--- src/rtl/my_fourbit_divider_if.sv ---
// Request/result bundle of the restoring divider. START/A/B come from the ULA control,
// Q/R/BUSY/DONE/DIV0 are returned by the divider.
interface my_fourbit_divider_if #(
  parameter int WIDTH = 4
);
  // START is only honoured while the divider is idle; A and B are captured in that same cycle.
  // DONE pulses for exactly one cycle, and Q/R/DIV0 are valid in that cycle.
  logic             START;
  logic [WIDTH-1:0] A;
  logic [WIDTH-1:0] B;
  logic [WIDTH-1:0] Q;
  logic [WIDTH-1:0] R;
  logic             BUSY;
  logic             DONE;
  logic             DIV0;

  modport master (
    output START, A, B,
    input  Q, R, BUSY, DONE, DIV0
  );

  modport slave (
    input  START, A, B,
    output Q, R, BUSY, DONE, DIV0
  );
endinterface

--- src/rtl/my_fourbit_divider.sv ---
// Sequential unsigned restoring divider. It produces one quotient bit per clock.
// A zero divisor skips the iterations and is reported through DIV0.
module my_fourbit_divider #(
  parameter int WIDTH = 4
) (
  input  logic                 CLK,
  input  logic                 RST_N,
  my_fourbit_divider_if.slave  bus,
  output logic [1:0]           state_dbg
);

  localparam int CW = (WIDTH > 1) ? $clog2(WIDTH) : 1;

  typedef enum logic [1:0] {
    IDLE = 2'd0,
    CALC = 2'd1,
    FIN  = 2'd2
  } state_t;

  state_t state;
  state_t next_state;

  logic [WIDTH-1:0] dividend;
  logic [WIDTH-1:0] divisor;
  logic [WIDTH-1:0] rem;
  logic [WIDTH-1:0] quo;
  logic [CW-1:0]    cnt;

  logic [WIDTH:0]   t;
  logic             ge;
  logic [WIDTH-1:0] sub;
  logic [WIDTH-1:0] rem_next;
  logic [WIDTH-1:0] quo_next;

  logic             start_ok;
  logic             start_zero;

  assign start_zero = bus.START && (bus.B == '0);
  assign start_ok   = bus.START && (bus.B != '0);
  assign state_dbg  = state;

  always_ff @(posedge CLK) begin
    if (!RST_N) begin
      state <= IDLE;
    end else begin
      state <= next_state;
    end
  end

  // BUSY and DONE decode only the state register, so there is no path from the inputs to them.
  always_comb begin
    next_state = state;
    bus.BUSY   = 1'b0;
    bus.DONE   = 1'b0;
    case (state)
      IDLE: begin
        if (start_zero) begin
          next_state = FIN;
        end else if (start_ok) begin
          next_state = CALC;
        end
      end
      CALC: begin
        bus.BUSY = 1'b1;
        if (cnt == '0) begin
          next_state = FIN;
        end
      end
      FIN: begin
        bus.BUSY   = 1'b1;
        bus.DONE   = 1'b1;
        next_state = IDLE;
      end
      default: next_state = IDLE;
    endcase
  end

  // Trial subtraction. Its result is always below the divisor, so WIDTH bits are enough to hold it.
  always_comb begin
    t        = {rem, dividend[WIDTH-1]};
    ge       = (t >= {1'b0, divisor});
    sub      = t[WIDTH-1:0] - divisor;
    rem_next = ge ? sub : t[WIDTH-1:0];
    quo_next = {quo[WIDTH-2:0], ge};
  end

  always_ff @(posedge CLK) begin
    if (!RST_N) begin
      dividend <= '0;
      divisor  <= '0;
      rem      <= '0;
      quo      <= '0;
      cnt      <= '0;
      bus.Q    <= '0;
      bus.R    <= '0;
      bus.DIV0 <= 1'b0;
    end else begin
      case (state)
        IDLE: begin
          if (start_zero) begin
            bus.Q    <= '1;
            bus.R    <= bus.A;
            bus.DIV0 <= 1'b1;
          end else if (start_ok) begin
            dividend <= bus.A;
            divisor  <= bus.B;
            rem      <= '0;
            quo      <= '0;
            cnt      <= CW'(WIDTH - 1);
            bus.DIV0 <= 1'b0;
          end
        end
        CALC: begin
          dividend <= {dividend[WIDTH-2:0], 1'b0};
          rem      <= rem_next;
          quo      <= quo_next;
          cnt      <= cnt - 1'b1;
          // Q and R are written only once, on the final iteration.
          if (cnt == '0) begin
            bus.Q <= quo_next;
            bus.R <= rem_next;
          end
        end
        default: ;
      endcase
    end
  end

endmodule

--- src/flat_wrapper.sv ---
// flat-port wrapper written by rule: the top's interface ports become plain ports
module my_fourbit_divider_flat 
#(
  parameter int WIDTH = 4
)
  (CLK, RST_N, state_dbg, bus_START, bus_A, bus_B, bus_Q, bus_R, bus_BUSY, bus_DONE, bus_DIV0);
  my_fourbit_divider_if #(.WIDTH(WIDTH)) bus_i ();
  input  logic CLK;
  input  logic RST_N;
  output logic [1:0] state_dbg;
  input wire logic [$bits(bus_i.START)-1:0] bus_START;
  input wire logic [$bits(bus_i.A)-1:0] bus_A;
  input wire logic [$bits(bus_i.B)-1:0] bus_B;
  output wire logic [$bits(bus_i.Q)-1:0] bus_Q;
  output wire logic [$bits(bus_i.R)-1:0] bus_R;
  output wire logic [$bits(bus_i.BUSY)-1:0] bus_BUSY;
  output wire logic [$bits(bus_i.DONE)-1:0] bus_DONE;
  output wire logic [$bits(bus_i.DIV0)-1:0] bus_DIV0;
  assign bus_i.START = bus_START;
  assign bus_i.A = bus_A;
  assign bus_i.B = bus_B;
  assign bus_Q = bus_i.Q;
  assign bus_R = bus_i.R;
  assign bus_BUSY = bus_i.BUSY;
  assign bus_DONE = bus_i.DONE;
  assign bus_DIV0 = bus_i.DIV0;
  my_fourbit_divider #(.WIDTH(WIDTH)) u_core (.CLK(CLK), .RST_N(RST_N), .bus(bus_i), .state_dbg(state_dbg));
endmodule
--- config.mk ---
export PLATFORM = sky130hd
export DESIGN_NAME = my_fourbit_divider_flat
export DESIGN_NICKNAME = d
export VERILOG_FILES = /design/src/rtl/my_fourbit_divider_if.sv /design/src/rtl/my_fourbit_divider.sv /design/src/flat_wrapper.sv
export SDC_FILE = /design/constraint.sdc
export NUM_CORES = 1
export LEC_CHECK = 0
export CAP_MARGIN = 20
export CORE_MARGIN = 10
export CORE_UTILIZATION = 48
export CTS_CLUSTER_SIZE = 25
export DETAILED_ROUTE_END_ITERATION = 8
export DONT_BUFFER_PORTS = 1
export PLACE_DENSITY = 0.65
export SYNTH_ARGS = -nofsm -noshare
export SYNTH_HDL_FRONTEND = slang
export SYNTH_SLANG_ARGS = --single-unit
--- constraint.sdc ---
create_clock -name CLK -period 2.2 [get_ports CLK]
set_input_delay 0.22 -clock CLK [delete_from_list [all_inputs] [get_ports CLK]]
set_output_delay 0.22 -clock CLK [all_outputs]
set_load 0.01 [all_outputs]
# After elaboration in Yosys (flattened, before gate mapping)
# Index checks and enable logic that the tools add are counted.
totals:
  regBits: 28
  output_inout_bits: 13
  wordCells: 59
classes:
  n_addsub: 2
  magnitude_cmp: 1
  n_eq_ne: 7
  mux: 25
  n_bitwise: 1
  reduce_logical: 14
op_table:
  columns: ["cell", "n"]
  rows:
  - ["$mux W4", 9]
  - ["$pmux W4 S2", 4]
  - ["$mux W2", 5]
  - ["$reduce_and A3 Y1", 3]
  - ["$pmux W2 S2", 2]
  - ["$ne A2 B1 Y1 const B", 3]
  - ["$pmux W3 S2", 1]
  - ["$ge A5 B4 Y1", 1]
  - ["$logic_not A2 Y1", 2]
  - ["$logic_not A4 Y1", 1]
  - ["$mux W1", 4]
  - ["$reduce_and A2 Y1", 2]
  - ["$reduce_bool A2 Y1", 2]
  - ["$reduce_bool A4 Y1", 1]
  - ["$sub A4 B4 Y4", 1]
  - ["$ne A3 B1 Y1 const B", 1]
  - ["$eq A2 B1 Y1 const B", 1]
  - ["$eq A2 B2 Y1 const B", 1]
  - ["$logic_and A1 B1 Y1", 2]
  - ["$ne A2 B2 Y1 const B", 1]
  - ["$reduce_or A2 Y1", 1]
  - ["$sub A2 B1 Y2 const B", 1]
  - ["$not A1 Y1", 1]

# Logic depth before layout (Yosys ltp)
# Gate-level depths: netlist (run 1).
depth:
  ltp_word: 5
  ltp_mapped: 9
  depth_no_buf: 7

# Least setup slack after synthesis (run 1)
# OpenSTA, ideal clock, no wires.
synth_timing:
  path_kind: "reg-to-reg"
  from: "register u_core.state[0], in the netlist u_core.state_dbg[0]"
  to: "register u_core.quo[0]"
  setup_time_ns: 0.070
  arrival_ns: 1.708
  required_time_ns: 2.130
  path_slack_ns: 0.422
  path_stages_with_launch: 10
  synth_period_minus_slack_ns: 1.778
  path_cell_list: "dfxtp_1 inv_1 ha_1 and2_1 buf_6 nand2_4 and2_4 buf_6 or3b_1 a21boi_1"
synth_between:
  elab_chain_cells: 3
  word_cells_on_any_way: 7
synth_rtl:
  columns: ["item", "line_no", "text"]
  rows:
  - ["start, declared", "my_fourbit_divider.sv:20", "state_t state;"]
  - ["start signal, assigned", "my_fourbit_divider.sv:46", "state <= next_state;"]
  - ["$logic_not A2 Y1 / $eq A2 B1 Y1 (equally long branches)", "my_fourbit_divider.sv:98", "case (state)"]
  - ["$ne A2 B1 Y1 (no line), or another cell as far along", null, null]
  - ["$reduce_and A3 Y1 (no line)", null, null]
  - ["end signal, assigned", "my_fourbit_divider.sv:116", "quo <= quo_next;"]
  - ["end, declared", "my_fourbit_divider.sv:26", "logic [WIDTH-1:0] quo;"]
# Parallel ways exist; a longest one is shown, timed or not.
# A chain may end at the register's enable or synchronous reset.

# Final worst setup path (run 1)
# Same ends and word-level chain as after synthesis.

==> metrics.txt, run 1 <==
met3 Use GR=2.123%; global route total overflow=0; via density per instance=5.567; CP endpoint kind=flip-flop; number of clock sinks=28; Post-DRT Antenna Nets=0; Max Transition Viols Final=0; number of endpoints with negative hold slack in the final report=0; level count of the clock H-tree=1; top-area cell type share of the netlist area=approximately 37%; IR Drop Worst-Case VDD=between 0.0003 and 0.0004 V; Worst Setup Start Kind=flip-flop; sequential-to-total area share from yosys stat=36.93%; Finish-stage setup viols=0; number of flops mapped to enable cells by yosys=0; timing-limited maximum frequency=about 0.5 GHz; synthesized net count=between 150 and 200; setup repair after global routing missed its margin=false; growth of design area from synthesis to finish=3.710%; weighted congestion reported at the end of routability-driven placement=approximately 0.88; cell area after technology mapping=about 1500 sq um; total wire length=3.272 mm; via count of the first global-routing pass=1,040; chip height=between 70 and 80 um; Most used DFF post-synth=sky130_fd_sc_hd__dfxtp_1; diode insertion count for antenna repair=0; reported max-cap violation count=0; critical-path maximum fanout=8; detailed-router iteration count before antenna repair=4; path type of the worst min-delay path=input pin to flip-flop; mean post-synth cell area=9.034 sq um; area taken by multi-input logic gates=842.1 sq um; number of violations reported at the end of detailed-routing iteration 0=76; Setup Crit Path Kind=flip-flop to flip-flop; insertion delay of the later-clocked pin in the worst-skew pair=between 0.3 and 0.4 ns; status=finished, final reports clean; clock transition at the registers of the reported paths=0.14 ns; GR Layer Usage met2=a little under a fifth; Tmin final=2.009 ns; Num CTS Buffers=3; wire length per cell after detailed routing=15.58 um; worst slew pin tran=between 0.3 and 0.4 ns; Synth area leader=sky130_fd_sc_hd__dfxtp_1; number of antenna violations at the first check in global routing=0; post-CTS sizing=0; first-pass GRT wire length=5.106 mm; Horiz. Die Dim=76.23 um; maximum clock insertion buffer count=2; count of cell types in the netlist=45; number of design rule violations left after detail routing=0; Post-Synthesis Cells=168; Layout fillers=about 290; power per unit of standard cell area=between 700 and 800 nW/um^2; Buffers on Ports=0; top post-synthesis cells by area=sky130_fd_sc_hd__dfxtp_1 37%, sky130_fd_sc_hd__ha_1 6.6%, sky130_fd_sc_hd__o211a_1 5.9%, sky130_fd_sc_hd__nand2_1 4.0%, sky130_fd_sc_hd__inv_1 3.2%; Worst EP required=2.46 ns; gr busiest metal=met2; die footprint=5811 sq um; sum of negative setup slack=0 ns; Total Nets Final=188; post-synthesis async set-or-reset flop share=0%; Non-Filler Cell Area, Final=1574 sq um; number of register bits inferred by synthesis=28; worst clock skew=0.003326 ns; worst path arrival time=2.27 ns; core box area=between 3000 and 4000 sq um; number of I/O pins=24; post-CTS setup buffers=0; Detail Placement HPWL=2.375 mm; FP Rows=20; Via Count=1,169; met1 track utilization from global routing=11.85%; Synthesis Warnings=0; clock tree from TritonCTS=yes; proportion of layout cells with a drive suffix above 1=10.24%; total track usage=~10%; Static Leak=slightly below 0.7 nW; maximum number of pins on one net before global-route repair=30; part of the cycle the worst path needs=91.33%; storage element area=560.5 sq um; Starting Density=about half; normalized max-slew margin=76.33%; Clock Tree Root=sky130_fd_sc_hd__clkbuf_4; area post-placement=1521 sq um
==> critical path, cell delays in order (launching register included) <==
cell and delay [ns]:
sky130_fd_sc_hd__dfxtp_1 0.38, sky130_fd_sc_hd__inv_1 0.11, sky130_fd_sc_hd__ha_1 0.22, sky130_fd_sc_hd__and2_1 0.36, sky130_fd_sc_hd__nand2_4 0.14, sky130_fd_sc_hd__and2_4 0.21, sky130_fd_sc_hd__or3b_1 0.37, sky130_fd_sc_hd__a21boi_1 0.15
==> cells in the final DEF, fill, tap and decap left out, types with 3 or more instances in the layout <==
master and n:
sky130_fd_sc_hd__nand2b_1 6, sky130_fd_sc_hd__nand3b_1 4, sky130_fd_sc_hd__a22oi_1 4, sky130_fd_sc_hd__o211a_1 9, sky130_fd_sc_hd__a21boi_0 4, sky130_fd_sc_hd__clkbuf_4 3
sky130_fd_sc_hd__nand3_1 7, sky130_fd_sc_hd__inv_1 13, sky130_fd_sc_hd__dfxtp_1 28, sky130_fd_sc_hd__o21ai_0 9, sky130_fd_sc_hd__nor2b_1 5, sky130_fd_sc_hd__a21oi_1 7
sky130_fd_sc_hd__nand2_1 16, sky130_fd_sc_hd__dlygate4sd3_1 3, sky130_fd_sc_hd__nor2_1 4, sky130_fd_sc_hd__ha_1 8
==> final cells by class <==
type | count | share of cell area (%)
multi-input combinational | 117 | 53.50
sequential | 28 | 35.61
clock buffer | 3 | 1.431
inverter | 13 | 3.100
timing repair buffer | 5 | 2.862
tap | 44 | 3.498
==> cell usage after synthesis, types with 3 or more instances <==
cell type                   n
sky130_fd_sc_hd__nor2_1     4
sky130_fd_sc_hd__inv_1     13
sky130_fd_sc_hd__ha_1       8
sky130_fd_sc_hd__a21oi_1    7
sky130_fd_sc_hd__nand3_1    7
sky130_fd_sc_hd__o211a_1    9
sky130_fd_sc_hd__dfxtp_1   28
sky130_fd_sc_hd__buf_6      3
sky130_fd_sc_hd__nor2b_1    5
sky130_fd_sc_hd__a21boi_0   4
sky130_fd_sc_hd__clkbuf_1   4
sky130_fd_sc_hd__nand2b_1   6
sky130_fd_sc_hd__a22oi_1    4
sky130_fd_sc_hd__nand3b_1   4
sky130_fd_sc_hd__nand2_1   16
sky130_fd_sc_hd__o21ai_0    9
==> final timing paths <==
kind,from,to,slack (ns),cells after the start
max reg2reg,u_core.state_dbg[0]$_SDFFE_PN0P_,u_core.quo[0]$_SDFFE_PN0P_,0.19,7
min reg2reg,u_core.quo[2]$_SDFFE_PN0P_,u_core.quo[2]$_SDFFE_PN0P_,0.47,2
max,u_core.state_dbg[0]$_SDFFE_PN0P_,u_core.quo[0]$_SDFFE_PN0P_,0.19,7
min,RST_N,u_core.dividend[3]$_SDFFE_PN0P_,0.01,1
==> stage by stage <==
step                setup WS, ns  util [%]  cells  total power [mW]  hold slack, ns
floorplan                 0.4221         -    168            0.9134          0.4032
global placement          0.3316     50.25    204            0.9520          0.3406
detailed placement        0.2701     50.25    204            0.9617          0.3474
CTS                       0.2088     51.32    208             1.166        0.006222
global route             0.05893     51.98    210             1.239        0.004173
finish                    0.1907     51.98    210             1.166         0.01362
==> what timing repair did <==
action | 4_1_cts | 5_1_grt
endpoints found under the hold margin | 1 | 7
hold buffers | 1 | 2
setup endpoints to repair | 0 | 0
==> flip-flops by register name, summed over array words and instances, names as in the netlist <==
name,cells
u_core.cnt,2
u_core.quo,3
u_core.bus.R,4
u_core.bus.Q,4
u_core.rem,4
u_core.state_dbg,2
u_core.dividend,4
u_core.divisor,4
u_core.bus.DIV0,1
==> cell families (layout without fill, tap and decap cells) <==
family,after synthesis,in the layout,synth area share [%]
mux,4,4,2.803
fa+ha+maj,9,9,7.915
xor+xnor,1,1,0.5772
buf+inv,23,21,7.584
flops,28,28,36.93
simple gates,53,53,19.70
compound gates,50,50,24.49
==> power breakdown <==
| part | internal [mW] | leakage (nW) | switching (mW) |
|---|---|---|---|
| registers | 0.559 | 0.229 | 0.0488 |
| clock network | 0.0642 | 0.0138 | 0.142 |
| logic | 0.158 | 0.447 | 0.194 |
| total | 0.781 | 0.690 | 0.385 |
==> metal layers <==
metal	part of all wire, %	wire [um]
met5	0	0
met4	0.70	23
met3	5.3	175
met2	51	1678
met1	43	1395
Note: power is estimated with default switching activity, not from simulation.
==> run 2: changes to the inputs <==
--- a/config.mk
+++ b/config.mk
@@ -11,6 +11,7 @@
 export CTS_CLUSTER_SIZE = 25
 export DETAILED_ROUTE_END_ITERATION = 8
 export DONT_BUFFER_PORTS = 1
+export MAX_ROUTING_LAYER = met4
 export PLACE_DENSITY = 0.65
 export SYNTH_ARGS = -nofsm -noshare
 export SYNTH_HDL_FRONTEND = slang
==> run 2 against run 1 <==
Fmax about the same. Clock skew up 0.00066 ns. Critical path depth unchanged. Routed wire length up 0.28%. Die area unchanged. Highest routed layer unchanged. Largest cell class unchanged. Sequential power about the same. Sequential share of layout area unchanged. Power about the same. Register-to-register slack about the same. Critical path type unchanged. Hold slack about the same. Final cell count unchanged. First-iteration DRC count down 2.6%.
==> metrics.txt, run 2 (synthesis gave the netlist of run 1 again) <==
status=finished, final reports clean; Worst Hold Launch=RST_N; Non-Filler Cell Area, Final=1574 sq um; area post-placement=1521 sq um; number of antenna violations at the first check in global routing=0; part of the cycle the worst path needs=91.33%; global route total overflow=0; sum of negative setup slack=0 ns; Worst Setup Start Kind=flip-flop; number of violations reported at the end of detailed-routing iteration 0=74; power per unit of standard cell area=740.7 nW/um^2; number of design rule violations left after detail routing=0; clock transition at the registers of the reported paths=0.14 ns; utilization after layout=51.98%; worst slew pin tran=0.3526 ns; Clock Tree Root=sky130_fd_sc_hd__clkbuf_4; FP Rows=20; Detail Placement HPWL=roughly 2.4 mm; total track usage=10.52%; maximum number of pins on one net before global-route repair=30; diode insertion count for antenna repair=0; core box area=3028 sq um; R2R Setup Slk=0.19 ns; Total Nets Final=188; Worst EP required=2.46 ns; number of endpoints with negative hold slack in the final report=0; Static Leak=approximately 0.7 nW; weighted congestion reported at the end of routability-driven placement=roughly 0.9; Finish-stage setup viols=0; most common cell after layout, fill and taps aside=sky130_fd_sc_hd__dfxtp_1; commonest cells after routing, fill and taps aside=28 x sky130_fd_sc_hd__dfxtp_1, 16 x sky130_fd_sc_hd__nand2_1, 13 x sky130_fd_sc_hd__inv_1; Horiz. Die Dim=76.23 um; post-CTS setup buffers=0; worst path arrival time=2.27 ns; Layout fillers=294; Starting Density=between 50 and 60%; growth of design area from synthesis to finish=3.710%; worst clock skew=0.003985 ns; Max Transition Viols Final=0; Critical Path, Cell by Cell=inv_1 -> ha_1 -> and2_1 -> nand2_4 -> and2_4 -> or3b_1 -> a21boi_1; total buffers and inverters traversed by the critical path=1; post-CTS sizing=0; normalized max-slew margin=76.44%; reported max-cap violation count=0; via count of the first global-routing pass=1,042; detailed-router iteration count before antenna repair=4; Setup Crit Path Kind=flip-flop to flip-flop; die footprint=5811 sq um; Buffers on Ports=0; IR Drop Worst-Case VDD=0.0003899 V; CP endpoint kind=flip-flop; chip height=76.23 um; first-pass GRT wire length=5.106 mm; proportion of layout cells with a drive suffix above 1=10.24%; insertion delay of the later-clocked pin in the worst-skew pair=0.32 ns; launch instance of the worst register-to-register path=u_core.state_dbg[0]$_SDFFE_PN0P_; timing-limited maximum frequency=~0.5 GHz; Post-DRT Antenna Nets=0; setup repair after global routing missed its margin=false; peak per-stage delay on the critical path=0.38 ns; number of clock sinks=28; maximum clock insertion buffer count=2; total wire length=3.281 mm; Num CTS Buffers=3; level count of the clock H-tree=1; cell type of the slowest stage on the worst timing path=sky130_fd_sc_hd__dfxtp_1; Tmin final=2.009 ns; via density per instance=5.562; critical-path maximum fanout=8; number of I/O pins=24; path type of the worst min-delay path=input pin to flip-flop; wire length per cell after detailed routing=~16 um; CP delay by family, top=simple AND/OR/NAND/NOR gates; clock tree from TritonCTS=yes; worst setup path start=u_core.state_dbg[0]$_SDFFE_PN0P_; Via Count=1,168
-- run 2: cell counts in the layout (fill, tap and decap cells not counted) --
No cell type changed its count.
-- run 2: area by class of cell --
cell class              instances  area (sq um)  share of cell area [%]
repair buffers                  5         45.04                   2.862
clock buffers                   3         22.52                   1.431
inverters                      13         48.80                   3.100
well taps                      44         55.05                   3.498
multi-input cells             117         842.1                   53.50
flip-flops and latches         28         560.5                   35.61
-- run 2: final timing paths --
path	cells past startpoint	end
worst min-delay path	1	u_core.dividend[3]$_SDFFE_PN0P_
worst max register to register	7	u_core.quo[0]$_SDFFE_PN0P_
worst min register to register	2	u_core.quo[2]$_SDFFE_PN0P_
worst max-delay path	7	u_core.quo[0]$_SDFFE_PN0P_
-- run 2: layer usage --
metal	up-vias	track usage, %	wire length (um)	share of wire (%)
met5	-	-	0	0
met3	5	1.415	124	3.8
li1	583	-	-	-
met2	22	18.71	1671	51
met4	0	2.230	23	0.70
met1	558	12.26	1461	45
-- run 2: what timing repair did --
item / 4_1_cts / 5_1_grt
endpoints found under the setup margin: 0 / 0
endpoints found under the hold margin: 1 / 7
hold buffers: 1 / 2
-- run 2: worst reg2reg max path: stages, from the launching register on --
cell and delay, ns:
sky130_fd_sc_hd__dfxtp_1 0.38, sky130_fd_sc_hd__inv_1 0.11, sky130_fd_sc_hd__ha_1 0.22, sky130_fd_sc_hd__and2_1 0.36, sky130_fd_sc_hd__nand2_4 0.14, sky130_fd_sc_hd__and2_4 0.21
sky130_fd_sc_hd__or3b_1 0.37, sky130_fd_sc_hd__a21boi_1 0.15
-- run 2: report_power, final --
| group | switching, mW | total, mW | internal [mW] |
|---|---|---|---|
| Combinational | 0.194 | 0.352 | 0.158 |
| Clock | 0.142 | 0.206 | 0.0642 |
| Sequential | 0.0488 | 0.608 | 0.559 |
| Total | 0.385 | 1.17 | 0.781 |
-- run 2: through the flow --
stage	cells	hold slack [ns]	worst slack [ns]	power [mW]
global placement	204	0.3406	0.3316	0.9520
finish	210	0.01338	0.1907	1.166
global route	210	0.004176	0.05893	1.239
CTS	208	0.006222	0.2088	1.166
floorplan	168	0.4032	0.4221	0.9134
detailed placement	204	0.3474	0.2701	0.9617
==> run 3: changes to the inputs <==
--- a/config.mk
+++ b/config.mk
@@ -6,6 +6,7 @@
 export NUM_CORES = 1
 export LEC_CHECK = 0
 export CAP_MARGIN = 20
+export CORE_ASPECT_RATIO = 0.5
 export CORE_MARGIN = 10
 export CORE_UTILIZATION = 48
 export CTS_CLUSTER_SIZE = 25
@@ -13,6 +14,8 @@
 export DONT_BUFFER_PORTS = 1
 export MAX_ROUTING_LAYER = met4
 export PLACE_DENSITY = 0.65
+export RECOVER_POWER = 50
+export SLEW_MARGIN = 20
 export SYNTH_ARGS = -nofsm -noshare
 export SYNTH_HDL_FRONTEND = slang
 export SYNTH_SLANG_ARGS = --single-unit
==> run 3 against run 2 <==
Die area rose by 2.3%. Sequential power barely moved. Non-clock buffer count fell by 4. Clock-buffer cell count did not move. Register-to-register slack barely moved. Critical path type unchanged. Clock skew rose by 0.00077 ns.
==> metrics.txt, run 3 (synthesis gave the netlist of run 1 again) <==
Total Nets Final=184; timing-limited maximum frequency=~0.5 GHz; post-CTS setup buffers=0; path type of the worst min-delay path=input pin to flip-flop; met3 Use GR=4.373%; R2R Setup Slk=roughly 0.18 ns; post-route total power=1.367 mW; worst slew pin tran=0.3867 ns; number of endpoints with negative hold slack in the final report=0; Worst Setup Start Kind=flip-flop; setup repair after global routing missed its margin=false; worst clock skew=0.004752 ns; Post-DRT Antenna Nets=0; Worst Hold Launch=RST_N; via density per instance=5.611; launch instance of the worst register-to-register path=u_core.state_dbg[0]$_SDFFE_PN0P_; total track usage=11.47%; insertion delay of the later-clocked pin in the worst-skew pair=around 0.28 ns; Hold Path Stages=2; Clock Tree Root=sky130_fd_sc_hd__clkbuf_8; Detail Placement HPWL=roughly 2.4 mm; Worst EP required=2.42 ns; diode insertion count for antenna repair=0; IR Drop Worst-Case VDD=about 0.00036 V; core box area=approximately 3000 sq um; number of hold buffers added after CTS=0; post-CTS sizing=0; die footprint=between 5000 and 6000 sq um; worst path arrival time=2.24 ns; Buffers on Ports=0; Horiz. Die Dim=between 90 and 100 um; Setup Crit Path Kind=flip-flop to flip-flop; critical-path maximum fanout=8; peak per-stage delay on the critical path=roughly 0.38 ns; gr busiest metal=met2; met1 track utilization from global routing=15.48%; number of violations reported at the end of detailed-routing iteration 0=88; commonest cells after routing, fill and taps aside=28 x sky130_fd_sc_hd__dfxtp_1, 16 x sky130_fd_sc_hd__nand2_1, 13 x sky130_fd_sc_hd__inv_1; weighted congestion reported at the end of routability-driven placement=0.8009; status=finished, final reports clean; FP Rows=14; cell type of the slowest stage on the worst timing path=sky130_fd_sc_hd__dfxtp_1; power per unit of standard cell area=around 860 nW/um^2; sum of negative setup slack=0 ns; CP endpoint kind=flip-flop; Max Transition Viols Final=0; number of clock sinks=28; detailed-router iteration count before antenna repair=4; part of the cycle the worst path needs=about nine tenths; maximum number of pins on one net before global-route repair=30; Static Leak=0.6939 nW; most common cell after layout, fill and taps aside=sky130_fd_sc_hd__dfxtp_1; Critical Path, Cell by Cell=inv_1 -> ha_1 -> and2_1 -> nand2_4 -> and2_4 -> or3b_1 -> a21boi_1; hold slack=0.04540 ns; Num CTS Buffers=3; worst reg2reg endpoint=u_core.quo[0]$_SDFFE_PN0P_; worst hold endpoint=u_core.bus.R[3]$_SDFFE_PN0P_; Tmin final=2.022 ns; logic depth of the worst register-to-register path=7; Via Count=roughly 1.1k; growth of design area from synthesis to finish=4.122%; count of placed standard cells including taps=199; Finish-stage setup viols=0; level count of the clock H-tree=1; maximum clock insertion buffer count=2; wire length per cell after detailed routing=about 16 um; number of I/O pins=24; number of antenna violations at the first check in global routing=0; number of design rule violations left after detail routing=0; GR Layer Usage met2=16.05%; total wire length=3.268 mm; final std cells w/o fill=203; first-pass GRT wire length=around 5.5 mm; normalized max-slew margin=74.17%; global route total overflow=0; chip height=59.76 um; reported max-cap violation count=0; proportion of layout cells with a drive suffix above 1=10.43%; Starting Density=50.37%; Layout fillers=about 300; clock transition at the registers of the reported paths=0.10 ns; clock tree from TritonCTS=yes; via count of the first global-routing pass=~1.1k
## run 3: worst max-delay path, delay by kind of cell (launching register included)
| family | cells | cell delay [ns] |
|---|---|---|
| AO/OA/AOI/OAI | 1 | 0.14 |
| adder cells (fa/ha/maj) | 1 | 0.23 |
| buffers and inverters | 1 | 0.12 |
| flip-flops | 1 | 0.38 |
| AND/OR/NAND/NOR | 4 | 1.10 |
## run 3: final cells by class
class / instances / area (sq um) / area share [%]
inverter: 13 / 48.80 / 3.088
clock inverter: 1 / 30.03 / 1.900
clock buffer: 3 / 41.29 / 2.613
tap: 40 / 50.05 / 3.167
sequential: 28 / 560.5 / 35.47
timing repair buffer: 1 / 7.507 / 0.4751
multi-input combinational: 117 / 842.1 / 53.29
## run 3: power by group
group          switching, mW  internal, mW  leakage, nW
Clock                  0.166         0.244       0.0357
Combinational          0.198         0.153        0.429
Sequential            0.0474         0.558        0.229
## run 3: how the worst max path moves through the flow
stage / from / end / depth (start not counted)
after floorplan: u_core.state_dbg[0]$_SDFFE_PN0P_ / u_core.quo[0]$_SDFFE_PN0P_ / 9
after global placement: u_core.state_dbg[0]$_SDFFE_PN0P_ / u_core.quo[0]$_SDFFE_PN0P_ / 7
after detailed placement: u_core.state_dbg[0]$_SDFFE_PN0P_ / u_core.quo[0]$_SDFFE_PN0P_ / 7
after CTS: u_core.state_dbg[0]$_SDFFE_PN0P_ / u_core.quo[0]$_SDFFE_PN0P_ / 7
after global routing: u_core.state_dbg[0]$_SDFFE_PN0P_ / u_core.quo[0]$_SDFFE_PN0P_ / 7
final: u_core.state_dbg[0]$_SDFFE_PN0P_ / u_core.quo[0]$_SDFFE_PN0P_ / 7
## run 3: per-layer routing
layer	share of wire (%)	wire (um)	up-vias
met5	0	0	-
li1	-	-	574
met2	43	1395	20
met1	51	1664	543
met4	0.24	8	0
met3	6.1	200	2
## run 3: stage by stage
stage                     area, sq um  worst slack [ns]  utilization [%]
after floorplan                  1518            0.4221                -
after global placement           1509            0.2120            50.08
after detailed placement         1509            0.1939            50.08
after CTS                        1580            0.1589            52.45
after global routing             1580           0.02724            52.45
final                            1580            0.1775            52.45
